**config.mk**
```make
export PLATFORM = sky130hd
export DESIGN_NAME = id_hazard_scoreboard
export DESIGN_NICKNAME = d
export VERILOG_FILES = /design/src/rtl/id_hazard_scoreboard_pkg.sv /design/src/rtl/id_hazard_scoreboard_lat_counter.sv /design/src/rtl/id_hazard_scoreboard.sv
export SDC_FILE = /design/constraint.sdc
export NUM_CORES = 1
export LEC_CHECK = 0
export BUFFER_PORTS_ARGS = -buffer_cell sky130_fd_sc_hd__buf_2
export CAP_MARGIN = 20
export CORE_ASPECT_RATIO = 0.5
export CORE_UTILIZATION = 45
export CTS_BUF_LIST = sky130_fd_sc_hd__clkbuf_4
export DETAILED_ROUTE_END_ITERATION = 10
export HOLD_SLACK_MARGIN = 0.15
export PLACE_DENSITY = 0.64
export SLEW_MARGIN = 20
export SYNTH_ARGS = -nofsm -noshare
export SYNTH_HDL_FRONTEND = slang
export SYNTH_SLANG_ARGS = --single-unit
```
**constraint.sdc**
```tcl
create_clock -name clk -period 6.8 [get_ports clk]
set_input_delay 0.34 -clock clk [delete_from_list [all_inputs] [get_ports clk]]
set_output_delay 0.34 -clock clk [all_outputs]
set_load 0.1 [all_outputs]
```
**src/rtl/id_hazard_scoreboard_pkg.sv**
```systemverilog
`default_nettype none
// ============================================================================
// Module   : id_hazard_scoreboard_pkg
// Purpose  : Shared constants for the ID-stage hazard scoreboard: producer
//            latency classes and the default register-file geometry.
// Ports    : none (package)
// Revision : 1.0 - initial release
// ============================================================================
package id_hazard_scoreboard_pkg;

    // Cycles from leaving ID until the result is reachable by forwarding.
    localparam int LAT_ALU  = 1;
    localparam int LAT_LOAD = 2;
    localparam int LAT_MUL  = 4;

    // Default architectural register file geometry.
    localparam int DEF_NREG = 32;
    localparam int DEF_AW   = 5;

endpackage : id_hazard_scoreboard_pkg
`default_nettype wire

```
**src/rtl/id_hazard_scoreboard_lat_counter.sv**
```systemverilog
`default_nettype none
// ============================================================================
// Module   : hazard_lat_counter
// Purpose  : Per-register countdown of cycles remaining until the in-flight
//            producer of that register becomes forwardable.
// Ports    : clk        - rising-edge clock
//            rst_n      - synchronous active-low reset (clears the count)
//            i_load     - accepted issue targets this register
//            i_loadVal  - latency to load (already saturated by the caller)
//            o_cnt      - current remaining-cycle count
//            o_busy     - count is nonzero
// Revision : 1.0 - initial release
// ============================================================================
module hazard_lat_counter #(
    parameter int LATW = 3
) (
    input  logic            clk,
    input  logic            rst_n,
    input  logic            i_load,
    input  logic [LATW-1:0] i_loadVal,
    output logic [LATW-1:0] o_cnt,
    output logic            o_busy
);

    logic [LATW-1:0] r_cnt;

    // A new issue overwrites any count still running down; otherwise the
    // count decays by one per cycle and parks at zero, so it never wraps.
    always_ff @(posedge clk) begin
        if (!rst_n) begin
            r_cnt <= '0;
        end else if (i_load) begin
            r_cnt <= i_loadVal;
        end else if (r_cnt != '0) begin
            r_cnt <= r_cnt - LATW'(1);
        end
    end

    assign o_cnt  = r_cnt;
    assign o_busy = (r_cnt != '0);

endmodule : hazard_lat_counter
`default_nettype wire

```
**src/rtl/id_hazard_scoreboard.sv**
```systemverilog
`default_nettype none
// ============================================================================
// Module   : id_hazard_scoreboard
// Purpose  : ID-stage scoreboard. Tracks, per architectural register, the
//            cycles left until its pending producer can be forwarded, and
//            raises stall for RAW hazards (any producer latency) and for WAW
//            ordering hazards.
// Ports    : clk, rst_n          - clock, synchronous active-low reset
//            issue_valid/we      - ID instruction valid / writes a register
//            issue_dst/lat       - destination register and producer latency
//            src_valid/src_addr  - per-source read enable and address
//            flush               - kill the ID instruction
//            stall               - hold PC/IF/ID, bubble into EX
//            busy_mask           - registers with a nonzero count
//            pending_count       - population count of busy_mask
// Revision : 1.0 - initial release
// ============================================================================
module id_hazard_scoreboard
    import id_hazard_scoreboard_pkg::*;
#(
    parameter int NREG   = DEF_NREG,
    parameter int AW     = DEF_AW,
    parameter int NSRC   = 2,
    parameter int MAXLAT = LAT_MUL,
    parameter int LATW   = 3
) (
    input  logic                       clk,
    input  logic                       rst_n,
    input  logic                       issue_valid,
    input  logic                       issue_we,
    input  logic [AW-1:0]              issue_dst,
    input  logic [LATW-1:0]            issue_lat,
    input  logic [NSRC-1:0]            src_valid,
    input  logic [NSRC*AW-1:0]         src_addr,
    input  logic                       flush,
    output logic                       stall,
    output logic [NREG-1:0]            busy_mask,
    output logic [$clog2(NREG+1)-1:0]  pending_count
);

    localparam int              c_PCW    = $clog2(NREG+1);
    localparam logic [LATW-1:0] c_MAXLAT = LATW'(MAXLAT);
    // Count of 1 is covered by the EX/MEM forwarding path; only 2+ stalls.
    localparam logic [LATW-1:0] c_STALL_MIN = LATW'(2);

    logic [LATW-1:0] w_cnt [NREG];
    logic [LATW-1:0] w_latEff;
    logic            w_raw;
    logic            w_waw;
    logic            w_accept;

    assign w_latEff = (issue_lat > c_MAXLAT) ? c_MAXLAT : issue_lat;

    // Register 0 is hardwired zero and never produces a hazard.
    assign w_cnt[0]     = '0;
    assign busy_mask[0] = 1'b0;

    generate
        for (genvar r = 1; r < NREG; r++) begin : g_cnt
            hazard_lat_counter #(
                .LATW (LATW)
            ) u_cnt (
                .clk       (clk),
                .rst_n     (rst_n),
                .i_load    (w_accept && (issue_dst == AW'(r))),
                .i_loadVal (w_latEff),
                .o_cnt     (w_cnt[r]),
                .o_busy    (busy_mask[r])
            );
        end
    endgenerate

    always_comb begin
        w_raw = 1'b0;
        for (int i = 0; i < NSRC; i++) begin
            if (src_valid[i] && (src_addr[i*AW +: AW] != '0) &&
                (w_cnt[src_addr[i*AW +: AW]] >= c_STALL_MIN)) begin
                w_raw = 1'b1;
            end
        end
    end

    // A younger write must not land before an older, slower one to the same
    // register completes.
    assign w_waw = issue_valid && issue_we && (issue_dst != '0) &&
                   (w_cnt[issue_dst] > w_latEff);

    assign stall = !flush && issue_valid && (w_raw || w_waw);

    // Zero-latency writes are accepted by the pipeline but need no tracking.
    assign w_accept = issue_valid && !stall && !flush && issue_we &&
                      (issue_dst != '0) && (w_latEff != '0);

    always_comb begin
        pending_count = '0;
        for (int r = 0; r < NREG; r++) begin
            pending_count = pending_count + c_PCW'(busy_mask[r]);
        end
    end

endmodule : id_hazard_scoreboard
`default_nettype wire

```
Word-level counts from Yosys, hierarchy flattened
Index checks and enable logic that the tools add are counted.
- logic and storage cells: 321
- flip-flop bits (word level): 93
- output and inout port bits: 39
- bitwise operators: 3
- mux-type cells: 74
- add/subtract/negate cells: 61
- equality and inequality tests: 31
- reductions and logical operators: 114
- order comparisons: 7
- operator list (kind ; count):
    2-to-1 mux 3 bit ; 69
    adder 6 x 1 -> 6 bit ; 25
    nonzero test 3 bit ; 32
    subtractor 3 x 1 -> 3 bit (second input constant) ; 31
    == test 5 bit (second input constant) ; 16
    nonzero test 2 bit ; 31
    binary-select mux 3 bit (select 5 bit) ; 3
    logical AND 1 bit ; 45
    == test 5 x 4 -> 1 bit (second input constant) ; 8
    == test 5 x 3 -> 1 bit (second input constant) ; 4
    >= comparator 6 bit (second input constant) ; 3
    NOT 5 -> 6 bit ; 3
    nonzero test 5 bit ; 3
    == test 5 x 2 -> 1 bit (second input constant) ; 2
    adder 5 x 1 -> 6 bit ; 1
    >= comparator 3 x 2 -> 1 bit (second input constant) ; 2
    adder 4 x 1 -> 5 bit ; 1
    == test 5 x 1 -> 1 bit (second input constant) ; 1
    adder 3 x 1 -> 4 bit ; 1
    adder 2 x 1 -> 3 bit ; 1
    greater-than comparator 3 bit ; 1
    greater-than comparator 3 bit (second input constant) ; 1
    adder 1 x 1 -> 2 bit ; 1
    logical NOT 1 bit ; 2
    other kinds (2) ; 3

Logic depth before layout (Yosys ltp)
- word-level depth: 31
- gate-level depth with buffers: 19
- mapped depth without buffers: 19

Hierarchy
Synthesis repeated with hierarchy kept, for this count alone.
- cells, all modules: 1001
- area total of the unflattened synthesis: 9318.9 um2
- modules (own cells, without submodules) (module ; area an instance (um2) ; cells an instance ; instances ; seq. area each (um2)):
    hazard_lat_counter ; 201.4 ; 21 ; 31 ; 60.1
    id_hazard_scoreboard ; 3074.2 ; 350 ; 1 ; 0.0

Least setup slack after synthesis
No wires, ideal clock.
- kind: flip-flop to output port
- from: reg g_cnt[1].u_cnt.r_cnt[1]
- to: out pending_count[4]
- stages on the path, launching flop included: 19
- arrival: 6.321 ns
- path buffers: 0
- slack: 0.139 ns
- data required time: 6.460 ns
- cell sequence: dfxtp_1 > inv_1 > ha_1 > nand2b_1 > inv_1 > fa_1 > inv_1 > fa_1 > fa_1 > fa_1 > inv_1 > fa_1 > fa_1 > fa_1 > inv_1 > fa_1 > a21o_1 > a21oi_1 > xnor2_1
- word-level cells in the longest chain between the ends: 31
- RTL lines (element ; line ; text):
    from (decl) ; id_hazard_scoreboard_lat_counter.sv:25 ; logic [LATW-1:0] r_cnt;
    from (signal assigned) ; id_hazard_scoreboard_lat_counter.sv:33 ; r_cnt <= i_loadVal;
    from (signal assigned) ; id_hazard_scoreboard_lat_counter.sv:35 ; r_cnt <= r_cnt - LATW'(1);
    nonzero test 3 bit ; id_hazard_scoreboard_lat_counter.sv:40 ; assign o_busy = (r_cnt != '0);
    via g_cnt[1].u_cnt.o_busy ; id_hazard_scoreboard_lat_counter.sv:22 ; output logic o_busy
    adder 1 x 1 -> 2 bit ; id_hazard_scoreboard.sv:97 ; pending_count = pending_count + c_PCW'(busy_mask[r]);
    adder 2 x 1 -> 3 bit ; id_hazard_scoreboard.sv:97 ;
    adder 3 x 1 -> 4 bit ; id_hazard_scoreboard.sv:97 ;
    adder 4 x 1 -> 5 bit ; id_hazard_scoreboard.sv:97 ;
    adder 5 x 1 -> 6 bit ; id_hazard_scoreboard.sv:97 ;
    adder 6 x 1 -> 6 bit (25 in series) ; id_hazard_scoreboard.sv:97 ;
    to (decl) ; id_hazard_scoreboard.sv:38 ; output logic [$clog2(NREG+1)-1:0] pending_count
The timed path passes the listed nets, and every way through them passes these cells.

Final worst setup path
- from: reg g_cnt[1].u_cnt.r_cnt[1]
- to: out pending_count[4]
- word-level cells in the longest chain between the ends: 31
- RTL lines (element ; line):
    nonzero test 3 bit ; id_hazard_scoreboard_lat_counter.sv:40
    adder 1 x 1 -> 2 bit ; id_hazard_scoreboard.sv:97
    adder 2 x 1 -> 3 bit ; id_hazard_scoreboard.sv:97
    adder 3 x 1 -> 4 bit ; id_hazard_scoreboard.sv:97
    adder 4 x 1 -> 5 bit ; id_hazard_scoreboard.sv:97
    adder 5 x 1 -> 6 bit ; id_hazard_scoreboard.sv:97
    adder 6 x 1 -> 6 bit (25 in series) ; id_hazard_scoreboard.sv:97
No other way between the ends.

==> results by group <==
CTS
  • Post-CTS setup buffer count: 0
  • Post_cts resized: 0
  • CTS tree: done
  • # hold bufs at CTS: 0
  • Clock Pin Slew Worst Setup and Hold Paths: roughly 0.19 ns
  • TritonCTS buffer count: 9
  • CTS max path bufs: 2
  • Clk root buf: clkbuf_4
  • Clk_lat worst skew: approximately 0.5 ns
  • Clock sinks: a little over 90
  • H-tree depth: 3

Global route
  • Initial antenna violation count: 0
  • Total GRT Usage: between 20% and 30%
  • Grt ovf: 0
  • First-pass GRT wire length: ~37000 um
  • Vias in the first global route: ~6.7k
  • Largest net degree at the start of global routing: 97

Drt
  • Via density: 5.615
  • Final ANT Viol Nets: 0
  • Total Routed Length: 23640 um
  • Pre-Repair DR Iteration Count: 6
  • DRC: 0
  • Total number of vias: approximately 6.9k
  • Starting DRT DRC Count: about 630
  • WL per Instance: between 15 and 20 um

Yosys
  • Top-area cell type share of the netlist area: between 20% and 30%
  • Yosys top cell by area: dfxtp_1
  • Ys flop type: dfxtp_1
  • Post-synthesis sequential area ratio: a little over a fifth
  • Synth top area cells: dfxtp_1, mux2i_1, ha_1, mux4_2, fa_1
  • Syn Nets: between 1k and 1.5k
  • Syn avg cell area: 8.952 um^2
  • Yosys reg bits: between 90 and 100
  • Post-synth EDFFs: 0
  • Cell area after synthesis: a little under 0.009 mm^2
  • Yosys Warn Count: 0
  • Mapped Cells: between 900 and 1k
  • Asr flop ratio synth: 0%
  • Distinct cells, synth: a little over 60

Critical path
  • Critical Path AT: between 6 and 7 ns
  • CP startpoint kind: flop
  • Setup crit end kind: output port
  • Crit Path Max Fanout: 5
  • CP required: about 6.5 ns
  • CP Class: reg -> out

STA
  • Final Critical Period: between 6 and 7 ns
  • Final setup vio count: 0
  • TNS Setup: 0 ns
  • Hold WS: 0.4690 ns
  • Final Skew: roughly 0.031 ns
  • Worst slew pin tran: approximately 1.1 ns
  • Fmax: approximately 150 MHz
  • Rel. slew slack: between 20% and 30%
  • Final hold violation count: 0
  • Tcrit/Tclk final: roughly 96%
  • RSZ-0062 raised after global routing: false
  • Max-slew violations: 0

Die
  • DIE AREA: 0.02009 mm^2
  • Starting Density: roughly 47%
  • Site row count: 35
  • Die X: 199.5 um
  • Top Ports: 64
  • DIE HEIGHT: approximately 100 um
  • Core footprint: 0.01874 mm^2

Layout
  • Most common cell after layout, fill and taps aside: nand2_1
  • Max FFs per register: 93
  • Layout Nets: about 1.1k
  • Fill cells: 1834
  • Antenna cells: 0
  • Fraction of layout cells with a size suffix above 1: between 15 and 20%
  • Most frequent cells in the layout: nand2_1, inv_1, mux2i_1
  • P&R area growth vs syn: 3.765%

Job
  • Max-cap check violation count: 0

Worst hold path
  • Hold Path Class: in -> reg

Placement
  • Final GP Congestion: slightly below 0.9
  • Detail Placement HPWL: approximately 18000 um
  • Input/output buffers: 62

Outcome
  • Outcome: finished, final reports clean
[path summary, 6_finish.rpt]
check,startpoint,endpoint,slack [ns],cells past startpoint
setup / recovery,g_cnt[1].u_cnt.o_cnt[1],pending_count[4],0.30,19
hold reg to reg,g_cnt[5].u_cnt.o_cnt[1],g_cnt[5].u_cnt.o_cnt[1],0.64,2
setup reg to reg,g_cnt[27].u_cnt.o_cnt[1],g_cnt[30].u_cnt.o_cnt[2],2.56,11
hold / removal,issue_dst[2],g_cnt[28].u_cnt.o_cnt[1],0.47,4
[metrics by stage]
stage                     area (um^2)  std cells  util, %  worst slack [ns]
after global placement           8960       1217    47.80            0.8342
after global routing             9104       1233    48.57           0.02968
after floorplan                  8773        980        -            0.1392
after CTS                        9101       1233    48.56            0.1844
final                            9104       1233    48.57            0.2957
after detailed placement         8960       1217    47.80            0.7414
[critical path, cell delays in order, from the launching register on]
cell	delay, ns
dfxtp_1	0.40
inv_1	0.09
ha_1	0.20
nand2b_1	0.18
inv_1	0.11
fa_1	0.54
inv_1	0.06
fa_1	0.50
fa_1	0.52
fa_1	0.55
inv_1	0.06
fa_1	0.50
fa_1	0.53
fa_1	0.16
inv_1	0.06
fa_1	0.39
a21o_1	0.20
a21oi_1	0.17
xnor2_1	0.13
clkbuf_4	0.35
[layer usage]
| layer | part of all wire, % | GRT usage [%] |
|---|---|---|
| met4 | 2.6 | 7.457 |
| met1 | 47 | 33.26 |
| met5 | 0 | 0 |
| met2 | 44 | 39.59 |
| met3 | 6.1 | 4.717 |
[area by class of cell]
| type | instances | area [um^2] | share of cell area [%] |
|---|---|---|---|
| multi-input cells | 693 | 6032 | 66.26 |
| clock inverters | 7 | 73.82 | 0.8109 |
| clock buffers | 9 | 67.56 | 0.7422 |
| inverters | 105 | 394.1 | 4.329 |
| repair buffers | 67 | 350.3 | 3.848 |
| well taps | 259 | 324.1 | 3.560 |
| flip-flops and latches | 93 | 1862 | 20.45 |
[cell usage after synthesis (3+ instances only)]
cell type / number
nand4_1: 4
xnor2_1: 32
mux2_2: 32
nor3_2: 13
nor2_1: 60
nor3b_1: 8
dfxtp_1: 93
a211oi_1: 5
mux4_2: 30
nor2b_1: 8
clkbuf_1: 43
or4_1: 4
o211ai_1: 34
mux2i_1: 95
a21oi_1: 9
or3_1: 15
ha_1: 72
fa_1: 23
nand2b_1: 37
nand3_1: 12
nor3_1: 17
buf_6: 3
inv_1: 105
o31ai_1: 3
buf_2: 5
buf_4: 35
nor4b_1: 3
a21o_1: 3
o21ai_0: 14
nor4_4: 7
nand2_1: 115
[cell families after synthesis]
kind of cell	after synthesis	share of synthesized area, %
flip-flops	93	21.22
other	1	0.04274
XOR/XNOR	34	3.394
multiplexers	157	22.65
adder cells (fa/ha/maj)	95	15.52
buffers and inverters	194	10.25
AND/OR/NAND/NOR	313	19.47
AO/OA/AOI/OAI	93	7.459
Power is not shown: default switching activity piles up to over one toggle a cycle in this logic, so the estimate is an artifact.
